$ cat config.mk
export PLATFORM = sky130hd
export DESIGN_NAME = controlador_entrada_br_flat
export DESIGN_NICKNAME = d
export VERILOG_FILES = /design/src/rtl/controlador_entrada_br_if.sv /design/src/rtl/controlador_entrada_br.sv /design/src/flat_wrapper.sv
export SDC_FILE = /design/constraint.sdc
export NUM_CORES = 1
export LEC_CHECK = 0
export CORE_MARGIN = 2
export CORE_UTILIZATION = 35
export DETAILED_ROUTE_END_ITERATION = 8
export PLACE_DENSITY = 0.67
export RECOVER_POWER = 50
export SYNTH_ARGS = -nofsm -noshare
export SYNTH_HDL_FRONTEND = slang
export SYNTH_SLANG_ARGS = --single-unit
$ cat constraint.sdc
create_clock -name clock -period 2.26 [get_ports clock]
set_input_delay 0.452 -clock clock [delete_from_list [all_inputs] [get_ports clock]]
set_output_delay 0.452 -clock clock [all_outputs]
set_load 0.05 [all_outputs]
$ cat src/rtl/controlador_entrada_br_if.sv
// Register-bank write arbitration bus between CPU and the INPUT controller.
// Master drives CPU/decoder requests and the button; slave drives write-back.
interface controlador_entrada_br_if;
    logic       escreve_cpu;
    logic [4:0] reg_cpu;
    logic [1:0] sel_cpu;
    logic       inicia_entrada;
    logic [4:0] reg_entrada;
    logic       botao_entrada;
    logic       escreve_br;
    logic [4:0] reg_escrita;
    logic [1:0] ctrl_mux_escrita_br;
    logic       parar_cpu;
    logic       aguardando;

    modport master (
        output escreve_cpu, reg_cpu, sel_cpu,
        output inicia_entrada, reg_entrada, botao_entrada,
        input  escreve_br, reg_escrita, ctrl_mux_escrita_br,
        input  parar_cpu, aguardando
    );

    modport slave (
        input  escreve_cpu, reg_cpu, sel_cpu,
        input  inicia_entrada, reg_entrada, botao_entrada,
        output escreve_br, reg_escrita, ctrl_mux_escrita_br,
        output parar_cpu, aguardando
    );
endinterface

$ cat src/rtl/controlador_entrada_br.sv
// INPUT instruction controller: stalls the CPU until a debounced button
// press, then writes the INPUT destination register through the bank mux.
module controlador_entrada_br #(
    parameter int DEBOUNCE_CICLOS = 16
) (
    input logic                     clock,
    input logic                     reset,
    controlador_entrada_br_if.slave bus
);

    typedef enum logic [2:0] {
        OCIOSO,
        ESPERA_SOLTAR,
        ESPERA_BOTAO,
        DEBOUNCE,
        ESCREVE
    } estado_t;

    localparam logic [15:0] LIMITE = 16'(DEBOUNCE_CICLOS - 1);

    estado_t     estado;
    estado_t     prox;
    logic        sinc1;
    logic        botao_s;
    logic [15:0] cont;
    logic [15:0] cont_prox;
    logic [4:0]  reg_lat;
    logic [4:0]  reg_prox;

    logic        escreve;
    logic [4:0]  endereco;
    logic [1:0]  mux;
    logic        parar;
    logic        aguard;

    always_ff @(posedge clock or negedge reset) begin
        if (!reset) begin
            sinc1   <= 1'b0;
            botao_s <= 1'b0;
        end else begin
            sinc1   <= bus.botao_entrada;
            botao_s <= sinc1;
        end
    end

    always_ff @(posedge clock or negedge reset) begin
        if (!reset) begin
            estado  <= OCIOSO;
            cont    <= 16'd0;
            reg_lat <= 5'd0;
        end else begin
            estado  <= prox;
            cont    <= cont_prox;
            reg_lat <= reg_prox;
        end
    end

    always_comb begin
        prox      = estado;
        cont_prox = cont;
        reg_prox  = reg_lat;
        escreve   = 1'b0;
        endereco  = 5'd0;
        mux       = 2'b00;
        parar     = 1'b0;
        aguard    = 1'b0;
        unique case (estado)
            OCIOSO: begin
                escreve  = bus.escreve_cpu && (bus.reg_cpu != 5'd0);
                endereco = bus.reg_cpu;
                mux      = bus.sel_cpu;
                if (bus.inicia_entrada) begin
                    parar    = 1'b1;
                    reg_prox = bus.reg_entrada;
                    prox     = botao_s ? ESPERA_SOLTAR : ESPERA_BOTAO;
                end
            end
            ESPERA_SOLTAR: begin
                parar  = 1'b1;
                aguard = 1'b1;
                if (!botao_s)
                    prox = ESPERA_BOTAO;
            end
            ESPERA_BOTAO: begin
                parar  = 1'b1;
                aguard = 1'b1;
                if (botao_s) begin
                    prox      = DEBOUNCE;
                    cont_prox = 16'd0;
                end
            end
            DEBOUNCE: begin
                parar  = 1'b1;
                aguard = 1'b1;
                // Any glitch low restarts the full debounce window
                if (!botao_s) begin
                    prox      = ESPERA_BOTAO;
                    cont_prox = 16'd0;
                end else if (cont == LIMITE) begin
                    prox      = ESCREVE;
                    cont_prox = 16'd0;
                end else begin
                    cont_prox = cont + 16'd1;
                end
            end
            ESCREVE: begin
                escreve  = reg_lat != 5'd0;
                endereco = reg_lat;
                mux      = 2'b10;
                prox     = OCIOSO;
            end
            default: prox = OCIOSO;
        endcase
    end

    assign bus.escreve_br          = escreve;
    assign bus.reg_escrita         = endereco;
    assign bus.ctrl_mux_escrita_br = mux;
    assign bus.parar_cpu           = parar;
    assign bus.aguardando          = aguard;

endmodule

$ cat src/flat_wrapper.sv
// flat-port wrapper written by rule: the top's interface ports become plain ports
module controlador_entrada_br_flat 
#(
    parameter int DEBOUNCE_CICLOS = 16
)
  (clock, reset, bus_escreve_cpu, bus_reg_cpu, bus_sel_cpu, bus_inicia_entrada, bus_reg_entrada, bus_botao_entrada, bus_escreve_br, bus_reg_escrita, bus_ctrl_mux_escrita_br, bus_parar_cpu, bus_aguardando);
  controlador_entrada_br_if bus_i ();
  input logic clock;
  input logic reset;
  input wire logic [$bits(bus_i.escreve_cpu)-1:0] bus_escreve_cpu;
  input wire logic [$bits(bus_i.reg_cpu)-1:0] bus_reg_cpu;
  input wire logic [$bits(bus_i.sel_cpu)-1:0] bus_sel_cpu;
  input wire logic [$bits(bus_i.inicia_entrada)-1:0] bus_inicia_entrada;
  input wire logic [$bits(bus_i.reg_entrada)-1:0] bus_reg_entrada;
  input wire logic [$bits(bus_i.botao_entrada)-1:0] bus_botao_entrada;
  output wire logic [$bits(bus_i.escreve_br)-1:0] bus_escreve_br;
  output wire logic [$bits(bus_i.reg_escrita)-1:0] bus_reg_escrita;
  output wire logic [$bits(bus_i.ctrl_mux_escrita_br)-1:0] bus_ctrl_mux_escrita_br;
  output wire logic [$bits(bus_i.parar_cpu)-1:0] bus_parar_cpu;
  output wire logic [$bits(bus_i.aguardando)-1:0] bus_aguardando;
  assign bus_i.escreve_cpu = bus_escreve_cpu;
  assign bus_i.reg_cpu = bus_reg_cpu;
  assign bus_i.sel_cpu = bus_sel_cpu;
  assign bus_i.inicia_entrada = bus_inicia_entrada;
  assign bus_i.reg_entrada = bus_reg_entrada;
  assign bus_i.botao_entrada = bus_botao_entrada;
  assign bus_escreve_br = bus_i.escreve_br;
  assign bus_reg_escrita = bus_i.reg_escrita;
  assign bus_ctrl_mux_escrita_br = bus_i.ctrl_mux_escrita_br;
  assign bus_parar_cpu = bus_i.parar_cpu;
  assign bus_aguardando = bus_i.aguardando;
  controlador_entrada_br #(.DEBOUNCE_CICLOS(DEBOUNCE_CICLOS)) u_core (.clock(clock), .reset(reset), .bus(bus_i));
endmodule
After elaboration in Yosys (flattened, before gate mapping)
Cells that the tools add are included.
- flip-flop bits (word level): 26
- word-level logic and storage cells: 41
- $add $sub $neg: 1
- equality and inequality tests: 9
- muxes and demuxes: 17
- reduce and logical (&&, ||, !) cells: 9
- operators with widths (cell ; count):
    16-bit 2-to-1 mux ; 3
    16-bit one-hot mux with 2 select lines ; 1
    16-bit by 1-bit adder with 16-bit output (second input constant) ; 1
    16-bit by 4-bit == test with 1-bit output (second input constant) ; 1
    3-bit 2-to-1 mux ; 5
    3-bit one-hot mux with 4 select lines ; 1
    5-bit one-hot mux with 2 select lines ; 1
    5-bit nonzero test ; 2
    3-bit by 2-bit == test with 1-bit output (second input constant) ; 2
    2-bit != test (second input constant) ; 2
    1-bit one-hot mux with 2 select lines ; 2
    2-bit one-hot mux with 2 select lines ; 1
    2-bit AND reduction ; 2
    4-bit AND reduction ; 1
    3-bit by 1-bit == test with 1-bit output (second input constant) ; 1
    3-bit == test (second input constant) ; 1
    3-bit logical NOT ; 1
    3-bit != test (second input constant) ; 1
    3-bit OR reduction ; 1
    1-bit 2-to-1 mux ; 2
    2-bit 2-to-1 mux ; 1
    2-bit by 1-bit != test with 1-bit output (second input constant) ; 1
    2-bit nonzero test ; 1
    1-bit logical AND ; 1

Longest topological paths before layout
- word-level depth: 4
- gate-level depth with buffers: 6
- depth with buffers taken out: 5

Least setup slack after synthesis
Ideal clock, no wire load.
- path type: reg2out
- from: reg u_core.estado[2]
- to: out bus_escreve_br
- arrival: 2138 ps
- setup slack: -330 ps
- cell stages (with the launch flop): 4
- path buffers: 1
- path through: dfrtp_1 -> clkbuf_1 -> a21oi_1 -> a311oi_1
- cells in the longest elaborated chain, start to end: 2
- elaborated cells on any way between the ends: 3
- ends and longest elaborated chain (item ; line ; text):
    start, declared ; controlador_entrada_br.sv:21 ; estado_t estado;
    start signal, assigned ; controlador_entrada_br.sv:52 ; estado <= prox;
    3-bit == test / 3-bit logical NOT (equally long branches) ; controlador_entrada_br.sv:67 ; unique case (estado)
    1-bit one-hot mux with 2 select lines * ; controlador_entrada_br.sv:67 ;
    end, declared ; flat_wrapper.sv:16 ; output wire logic [$bits(bus_i.escreve_br)-1:0] bus_escreve_br;
Every way passes the cells marked *; elsewhere a longest branch is shown, timed or not.

Worst setup path in the final report
- from: in bus_reg_cpu[1]
- to: out bus_escreve_br
- cells in the longest elaborated chain, start to end: 3
- ends and longest elaborated chain (item ; line ; text):
    start, declared ; flat_wrapper.sv:11 ; input wire logic [$bits(bus_i.reg_cpu)-1:0] bus_reg_cpu;
    5-bit nonzero test ; controlador_entrada_br.sv:69 ; escreve = bus.escreve_cpu && (bus.reg_cpu != 5'd0);
    1-bit logical AND ; controlador_entrada_br.sv:69 ;
    1-bit one-hot mux with 2 select lines ; controlador_entrada_br.sv:67 ;
Every way passes these cells.

==> PnR_summary.wiki <==
{| class="wikitable"
! Metric !! Value
|-
| Synthesized area per cell || between 9 and 10 um2
|-
| Largest cells by area after synthesis || dfrtp_1 47%, o21ai_0 5.1%, a21oi_1 4.0%
|-
| Routed wl met2 || ~1500 um
|-
| Cell Count Post-Placement || around 220
|-
| Maximum level of the CTS H-tree || 1
|-
| Detailed-router iteration count before antenna repair || 3
|-
| Critical Path Start Type || input port
|-
| Unrepaired setup endpoints after global routing || no
|-
| Total grt overflow || 0
|-
| Post-cts hold buffer count || 0
|-
| Leakage component of the power || around 0.72 nW
|-
| Routed via count divided by cell count || roughly 5.5
|-
| Total area of sequential cells || approximately 650 um2
|-
| CTS-repair resized insts || 0
|-
| Fraction of layout instances using a drive strength above 1 || a little under a fifth
|-
| Maximum number of buffers from clock root to sink || 2
|-
| Setup TNS after final layout || 0 ns
|-
| Top metal layer carrying routed signals || met4
|-
| Largest net degree at the start of global routing || 27
|-
| Half-perimeter wire length of the detailed placement result || about 2300 um
|-
| Starting Density || between 30% and 40%
|-
| Number of port buffers || 26
|-
| Fraction of registers with async set or reset after synthesis || 100%
|-
| Worst hold slack after final layout || 0.355 ns
|-
| Final critical-path required period || approximately 2.1 ns
|-
| ANT nets after route || 0
|-
| Max-slew violation count || 0
|-
| Post-synth EDFFs || 0
|-
| Syn-to-layout area delta || 34.7%
|-
| Kind of capture point of the worst setup path || primary output
|-
| CTS Root Buffer Type || clkbuf_8
|-
| Clock transition at the registers of the reported paths || about 0.090 ns
|-
| Max-cap viol count || 0
|-
| Finished Layout Cells || 220
|-
| Flops & latches, synth || 26
|-
| Clk_lat worst skew || 0.27 ns
|-
| Number of antenna repair diodes || 0
|-
| Worst endpoint required time || roughly 1.8 ns
|-
| Core Region || roughly 3700 um2
|-
| Final Setup Violations || 0
|-
| Gp weighted congestion || between 0.7 and 0.8
|-
| Data arrival time of the worst path || approximately 1.6 ns
|-
| GRT Overall Usage || between 15 and 20%
|-
| Setup CP Type || input port to primary output
|-
| Total power divided by cell area || 516 nW/um2
|-
| Sequential share of the synthesized area || 47.2%
|-
| Post-Route M1 WL || between 1000 and 1500 um
|-
| DRT Wirelength || 3090 um
|-
| Area of combinational cells with multiple inputs || roughly 700 um2
|-
| Largest voltage drop on the vdd net || 231 uV
|-
| IO Pins || 27
|-
| Instance count of the mapped netlist || ~140
|-
| Die W || about 67 um
|-
| Remaining DRCs || 0
|-
| Achievable clock frequency || about 480 MHz
|-
| Wire length of the first global-routing pass || approximately 5300 um
|-
| Result of the run || completed
|-
| Filler cell count in the final layout || 333
|-
| Post-Syn Nets || about 160
|-
| Via count of the first global-routing pass || 1226
|-
| Routed wirelength normalized by instance count || 14.0 um
|-
| Final Hold Fails || 0
|-
| Die footprint || 4460 um2
|-
| Distinct cells, synth || 39
|-
| TritonCTS clock tree || yes
|-
| Setup Fix Bufs, Post-CTS || 0
|-
| Area share of the largest cell type after synthesis || between 40% and 50%
|-
| Most instantiated flip-flop cell in the synthesis netlist || dfrtp_1
|-
| Nets || between 150 and 200
|-
| Num rows || 22
|-
| Clock Sink Count || 26
|-
| Met3 wire length || 185 um
|-
| Warnings, synthesis || 0
|-
| Relative max-transition margin || approximately a tenth
|-
| Synth area leader || dfrtp_1
|-
| Number of violations reported at the end of detailed-routing iteration 0 || 29
|-
| TritonCTS Buffers || 3
|-
| Worst Max-Slew Pin Slew || 1.35 ns
|-
| Die Span Y || 66.8 um
|-
| CP max FO || 2
|-
| Post-synthesis instance area || 1380 um2
|-
| Hold Crit Class || flop to flop
|-
| Total via count in the routed design || about 1.2k
|-
| Number of antenna violations at the first check in global routing || 0
|-
| Final cycle utilization of the critical path || approximately 92%
|-
| Worst Skew || between 0.004 and 0.005 ns
|}
-- logic make-up (layout without fill, tap and decap cells) --
logic type	count (synthesis)	in the layout	share of synthesized area, %
AND/OR/NAND/NOR	59	59	24.5
AO/OA/AOI/OAI	38	38	17.2
flip-flops	26	26	47.2
multiplexers	9	9	6.90
buffers and inverters	9	38	2.72
adder cells (fa/ha/maj)	1	1	0.907
XOR/XNOR	1	1	0.635
-- power breakdown --
part / internal (mW) / switching [mW]
logic: 0.0677 / 0.0617
clock network: 0.156 / 0.140
registers: 0.500 / 0.0335
-- worst max-delay path, cell delays in order --
cell,delay [ns]
clkdlybuf4s50_1,0.49
nor3_1,0.06
nand2_1,0.06
a21oi_1,0.07
a311oi_2,0.32
buf_12,0.18
-- registers in the layout, indices dropped and copies added (netlist names) --
signal and flops:
u_core.botao_s 1, u_core.cont 16, u_core.estado 3, u_core.reg_lat 5
u_core.sinc1 1
-- cells in the final DEF (no fill, tap or decap), types with 2 or more instances in the layout --
cell,count
o21ai_0,14
buf_4,4
inv_1,4
clkdlybuf4s50_1,14
dfrtp_1,26
buf_12,9
mux2_2,4
and4_1,2
a31o_2,2
mux2i_1,5
o31ai_1,3
nand2_1,9
nand3_1,5
clkbuf_8,4
a22o_1,2
nor3_1,2
and3_1,2
nand4_1,2
nor3b_2,2
dlygate4sd3_1,2
or3_1,7
nor4_1,4
nor2_1,14
or4_1,2
a21oi_1,11
-- area by class of cell --
cell class	instances	area share, %
clock buffers	4	2.96
inverters	4	0.809
multi-input cells	108	37.8
flip-flops and latches	26	35.0
well taps	48	3.23
repair buffers	30	20.1
-- worst paths after layout --
path                            cells past startpoint               to  slack (ns)      startpoint
worst max-delay path                                6   bus_escreve_br        0.18  bus_reg_cpu[1]
worst min-delay path                                0   u_core.botao_s        0.36    u_core.sinc1
worst max register to register                      5  u_core.cont[14]        0.42  u_core.cont[0]
worst min register to register                      0   u_core.botao_s        0.36    u_core.sinc1
max in group asynchronous                           2   u_core.cont[4]        0.46           reset
min in group asynchronous                           2     u_core.sinc1        1.01           reset
-- layer usage --
layer  up-vias  track usage (%)
li1        586                -
met1       584             18.6
met2        30             27.4
met3         4             2.53
met4         0             5.61
met5         -                0
-- metrics by stage --
stage / utilization [%] / worst slack (ns) / total power, mW / cell area [um2]
after global placement: 48.6 / 0.198 / 0.670 / 1810
after global routing: 50.0 / 0.110 / 1.01 / 1860
after floorplan: - / 0.0820 / 0.611 / 1390
after detailed placement: 48.6 / 0.180 / 0.675 / 1810
final: 50.0 / 0.179 / 0.959 / 1860
after CTS: 50.1 / 0.168 / 0.971 / 1860
-- cells in the mapped netlist (all sizes together) (3+ instances only) --
master,n
inv,4
o21ai,15
nor2,14
mux2,4
or4,3
nor4,4
a21oi,12
o31ai,3
nand3,5
nand2,10
and3,3
mux2i,5
dfrtp,26
buf,3
or3,7
No activity file was read; power rests on OpenSTA's default activity.
==> edit 1, RTL diff (same flow settings) <==
Re-encode `estado_t` (5 values) as Gray code, 3 bits wide.
--- a/src/rtl/controlador_entrada_br.sv
+++ b/src/rtl/controlador_entrada_br.sv
@@ -11,7 +11,7 @@
     typedef enum logic [2:0] {
-        OCIOSO,
-        ESPERA_SOLTAR,
-        ESPERA_BOTAO,
-        DEBOUNCE,
-        ESCREVE
+        OCIOSO        = 3'b000,
+        ESPERA_SOLTAR = 3'b001,
+        ESPERA_BOTAO  = 3'b011,
+        DEBOUNCE      = 3'b010,
+        ESCREVE       = 3'b110
     } estado_t;
Check against the original RTL: same outputs for any inputs over 10 cycles, from zero or initial values and one cycle with reset low; not proved beyond that.
==> edit 1 against the original RTL <==
- area after synthesis rose by 2.2%
- via count is 0.75% lower
- global-route usage is 0.38 points lower
- worst setup slack got worse by 0.11 ns
- first-iteration DRC count is 14% higher
- routed wire length decreased by 2.9%
- sequential cell count is the same
- critical path depth is 2 lower
- final cell count did not move
- cell area fell by 1.7%
Power is not compared: it rests on default switching activity, and its combinational part moved more than twofold at a synthesized area within 25%.
==> edit 1: results (changes against the original RTL) <==
Final layout
  • Signal buffers: 27 (-10%)
  • Layout cells sized above 1: 18.8% (-0.36 points)
  • Nets: 190 (-0.52%)
  • Clk tree area frac: 2.26% (-0.70 points)
  • CLK BUF: 3 (-1)
  • #MultiIn Comb: 110 (+1.9%)
  • Area of the multi-input gates: 718 um2 (+2.3%)
  • NonClk Buf Share: 18.5% (-1.6 points)
  • Fill cells: 363 (+9.0%)

GRT
  • GRT Resource Usage Total: 15.0% (-0.38 points)
  • GR Util met2: 26.4% (-1.0 points)
  • Initial antenna violation count: 0 (unchanged)
  • Vias in the first global route: 1186 (-3.3%)
  • Global-route wire length before repair: 5180 um (-2.4%)
  • M3 GR Usage: 3.33% (+0.80 points)
  • GRT met1 Usage: 17.6% (-1.0 points)

Placed design
  • Final HPWL DP: 2250 um (-3.2%)
  • RePlAce Congestion: 0.770 (+3.9%)

Power
  • Combinational power: 0.000847 W
  • Comb pwr share: 48.0%
  • Clk pwr: 0.000255 W
  • Peak supply drop: 0.000456 V

Worst setup path
  • WP data arrival: 1.73 ns (+0.10 ns)
  • Crit path largest cell delay: 0.56 ns (+0.07 ns)
  • Worst Path Max Fanout: 6 (+4)
  • Slowest CP cell: dlygate4sd3_1

Route
  • Avg Vias per Cell: 5.43 (-0.75%)
  • Metal2 WL: 1470 um (+0.96%)
  • Wire per inst: 13.6 um (-2.9%)
  • M1 WL: 1360 um (-4.6%)
  • Pre-antenna DRT Iters: 4 (+1)
  • Routed met3 length: 144 um (-22%)
  • Initial DRC Count: 33 (+14%)

Synth
  • Synth cell count leaders: dfrtp_1 (26), nor2_1 (16), a21oi_1 (9)
  • Post-synthesis sequential area ratio: 46.2% (-1.0 points)
  • Yosys cell types: 42 (+7.7%)
  • Synth Register Bits: 26 (unchanged)
  • Most area-consuming cells after synthesis: dfrtp_1 (46%), nor2_1 (4.3%), mux2_2 (4.0%)
  • Syn nets: 163 (+1.2%)

Clocking
  • Post-CTS Setup Inserts: 0 (unchanged)
  • Clock tree buffer depth: 2 (unchanged)

Status
  • Status: completed

Timing
  • Normalized max-slew margin: 7.86% (-1.9 points)
  • Clk_skew: 0.00191 ns (-0.00214 ns)
## edit 1: cell families (layout without fill, tap and decap cells)
| group | count (synthesis) | count (layout) | share of synthesized area (%) |
|---|---|---|---|
| buf+inv | 9 | 34 | 3.02 |
| compound gates | 34 | 34 | 15.6 |
| simple gates | 67 | 67 | 28.4 |
| flops | 26 | 26 | 46.2 |
| mux | 5 | 5 | 4.00 |
| xor+xnor | 3 | 3 | 1.87 |
| fa+ha+maj | 1 | 1 | 0.888 |
## edit 1: final timing paths
check	startpoint	end	slack, ns	cells past startpoint
worst max-delay path	bus_inicia_entrada	bus_parar_cpu	0.07	4
worst min-delay path	u_core.sinc1	u_core.botao_s	0.36	0
worst max register to register	u_core.cont[0]	u_core.cont[5]	0.24	5
worst min register to register	u_core.sinc1	u_core.botao_s	0.36	0
max in group asynchronous	reset	u_core.botao_s	0.43	2
min in group asynchronous	reset	u_core.cont[11]	1.02	2
## edit 1: worst reg2reg max path, delay by kind of cell (launching register included)
family / cells / cell delay, ns
simple gates: 3 / 0.68
compound gates: 1 / 0.53
flops: 1 / 0.42
fa+ha+maj: 1 / 0.26
## edit 1: per-stage QoR
stage / std cells / area [um2] / setup slack [ns] / setup TNS [ns] / hold WS, ns
global placement: 217 / 1790 / -0.0286 / -0.0286 / 0.333
floorplan: 145 / 1410 / 0.0370 / 0 / 0.156
global route: 220 / 1830 / 0.00123 / 0 / 0.368
CTS: 220 / 1820 / 0.0139 / 0 / 0.368
detailed placement: 217 / 1790 / -0.0656 / -0.0656 / 0.348
finish: 220 / 1830 / 0.0740 / 0 / 0.363
## edit 1: timing repair
| item | in CTS | in global routing |
|---|---|---|
| pin swaps | 3 | 2 |
| endpoints found under the setup margin | 1 | 6 |
| resized for setup | 3 | 2 |
==> edit 2, RTL diff (same flow settings) <==
Made on the original files. `DEBOUNCE_CICLOS` is set to 16 in 2 places; all go to 8.
--- a/src/rtl/controlador_entrada_br.sv
+++ b/src/rtl/controlador_entrada_br.sv
@@ -3,3 +3,3 @@
 module controlador_entrada_br #(
-    parameter int DEBOUNCE_CICLOS = 16
+    parameter int DEBOUNCE_CICLOS = 8
 ) (
--- a/src/flat_wrapper.sv
+++ b/src/flat_wrapper.sv
@@ -3,3 +3,3 @@
 #(
-    parameter int DEBOUNCE_CICLOS = 16
+    parameter int DEBOUNCE_CICLOS = 8
 )
Function: no difference found for any inputs over 10 cycles, from zero or initial values and one cycle with reset low; that may be too few to reach the edited logic, so the function may still have changed.
==> edit 2 against the original RTL <==
- register-to-register slack worse by 0.20 ns
- utilization down 2.6 points
- synthesized cell count up 7.7%
- routed wire length up 5.3%
- sequential cell count unchanged
- final cell count up 5.0%
- via count up 9.1%
- cell area up 1.2%
- fmax down 0.40%
- worst setup slack worse by 0.0085 ns
- area after synthesis up 3.4%
Power is not compared: it rests on default switching activity, and its combinational part moved more than twofold at a synthesized area within 25%.
==> edit 2: results (changes against the original RTL) <==
Synth
  • Most area-consuming cells after synthesis: dfrtp_1 (46%), nor2_1 (5.8%), a31oi_1 (5.3%)
  • Yosys cell types: 41 (+5.1%)
  • Post-synthesis xor/xnor area fraction: 0% (-0.64 points)
  • Synth cell count leaders: dfrtp_1 (26), nor2_1 (22), nand2_1 (14)
  • Post-synth top flop: dfrtp_1
  • Compound-cell area share of the yosys netlist: 17.6% (+0.48 points)
  • Syn nets: 172 (+6.8%)
  • Adder-cell share of the synthesized area: 0.877% (-0.030 points)
  • Post-synthesis mux area share: 6.67% (-0.23 points)

Route
  • Routed met3 length: 248 um (+34%)
  • M1 WL: 1430 um (+0.63%)
  • Initial DRC Count: 50 (+72%)
  • Total number of vias: 1314 (+9.1%)
  • Pre-antenna DRT Iters: 4 (+1)
  • Total Wirelength: 3250 um (+5.3%)
  • Metal2 WL: 1560 um (+7.5%)

Timing
  • Clk_skew: 0.00182 ns (-0.00223 ns)
  • Slew @ Worst Pin: 1.38 ns (+0.0232 ns)

GRT
  • Global-route wire length before repair: 5500 um (+3.6%)
  • M3 GR Usage: 4.44% (+1.9 points)
  • GRT Resource Usage Total: 15.6% (+0.21 points)

Status
  • Status: completed

Final layout
  • Fill cells: 390 (+17%)
  • Nets: 200 (+4.7%)

Placed design
  • RePlAce Congestion: 0.863 (+16%)
  • Final HPWL DP: 2370 um (+2.0%)

Worst setup path
  • R2r startpoint: u_core.estado[0]
  • R2r worst-path depth: 3 (-2)
  • Critical path startpoint: bus_reg_cpu[4]
  • RR Endpoint: u_core.reg_lat[1]
edit 2: cell types whose count changed after synthesis, moves of 3 or more:
cell and change:
or3_1 -6, nor3_1 +5, a41oi_1 +3, nor2_1 +8, a21oi_1 -5, o21ai_0 -7, nand3_1 +4, nand2_1 +5
a31oi_1 +12
edit 2: stage by stage:
stage	instances	power [W]	area (um2)	hold WS, ns	setup slack, ns
CTS	231	0.00196	1890	0.359	0.156
global route	231	0.00204	1880	0.362	0.0698
detailed placement	227	0.00166	1840	0.347	0.169
global placement	227	0.00164	1840	0.338	0.205
floorplan	154	0.00125	1440	0.156	0.132
finish	231	0.00192	1880	0.354	0.171
edit 2: final cells by class:
type	count	area [um2]	share of cell area, %
Multi-Input combinational cell	120	737	39.2
Sequential cell	26	651	34.6
Timing Repair Buffer	29	367	19.5
Tap cell	50	62.6	3.33
Clock buffer	4	55.1	2.93
Inverter	2	7.51	0.399
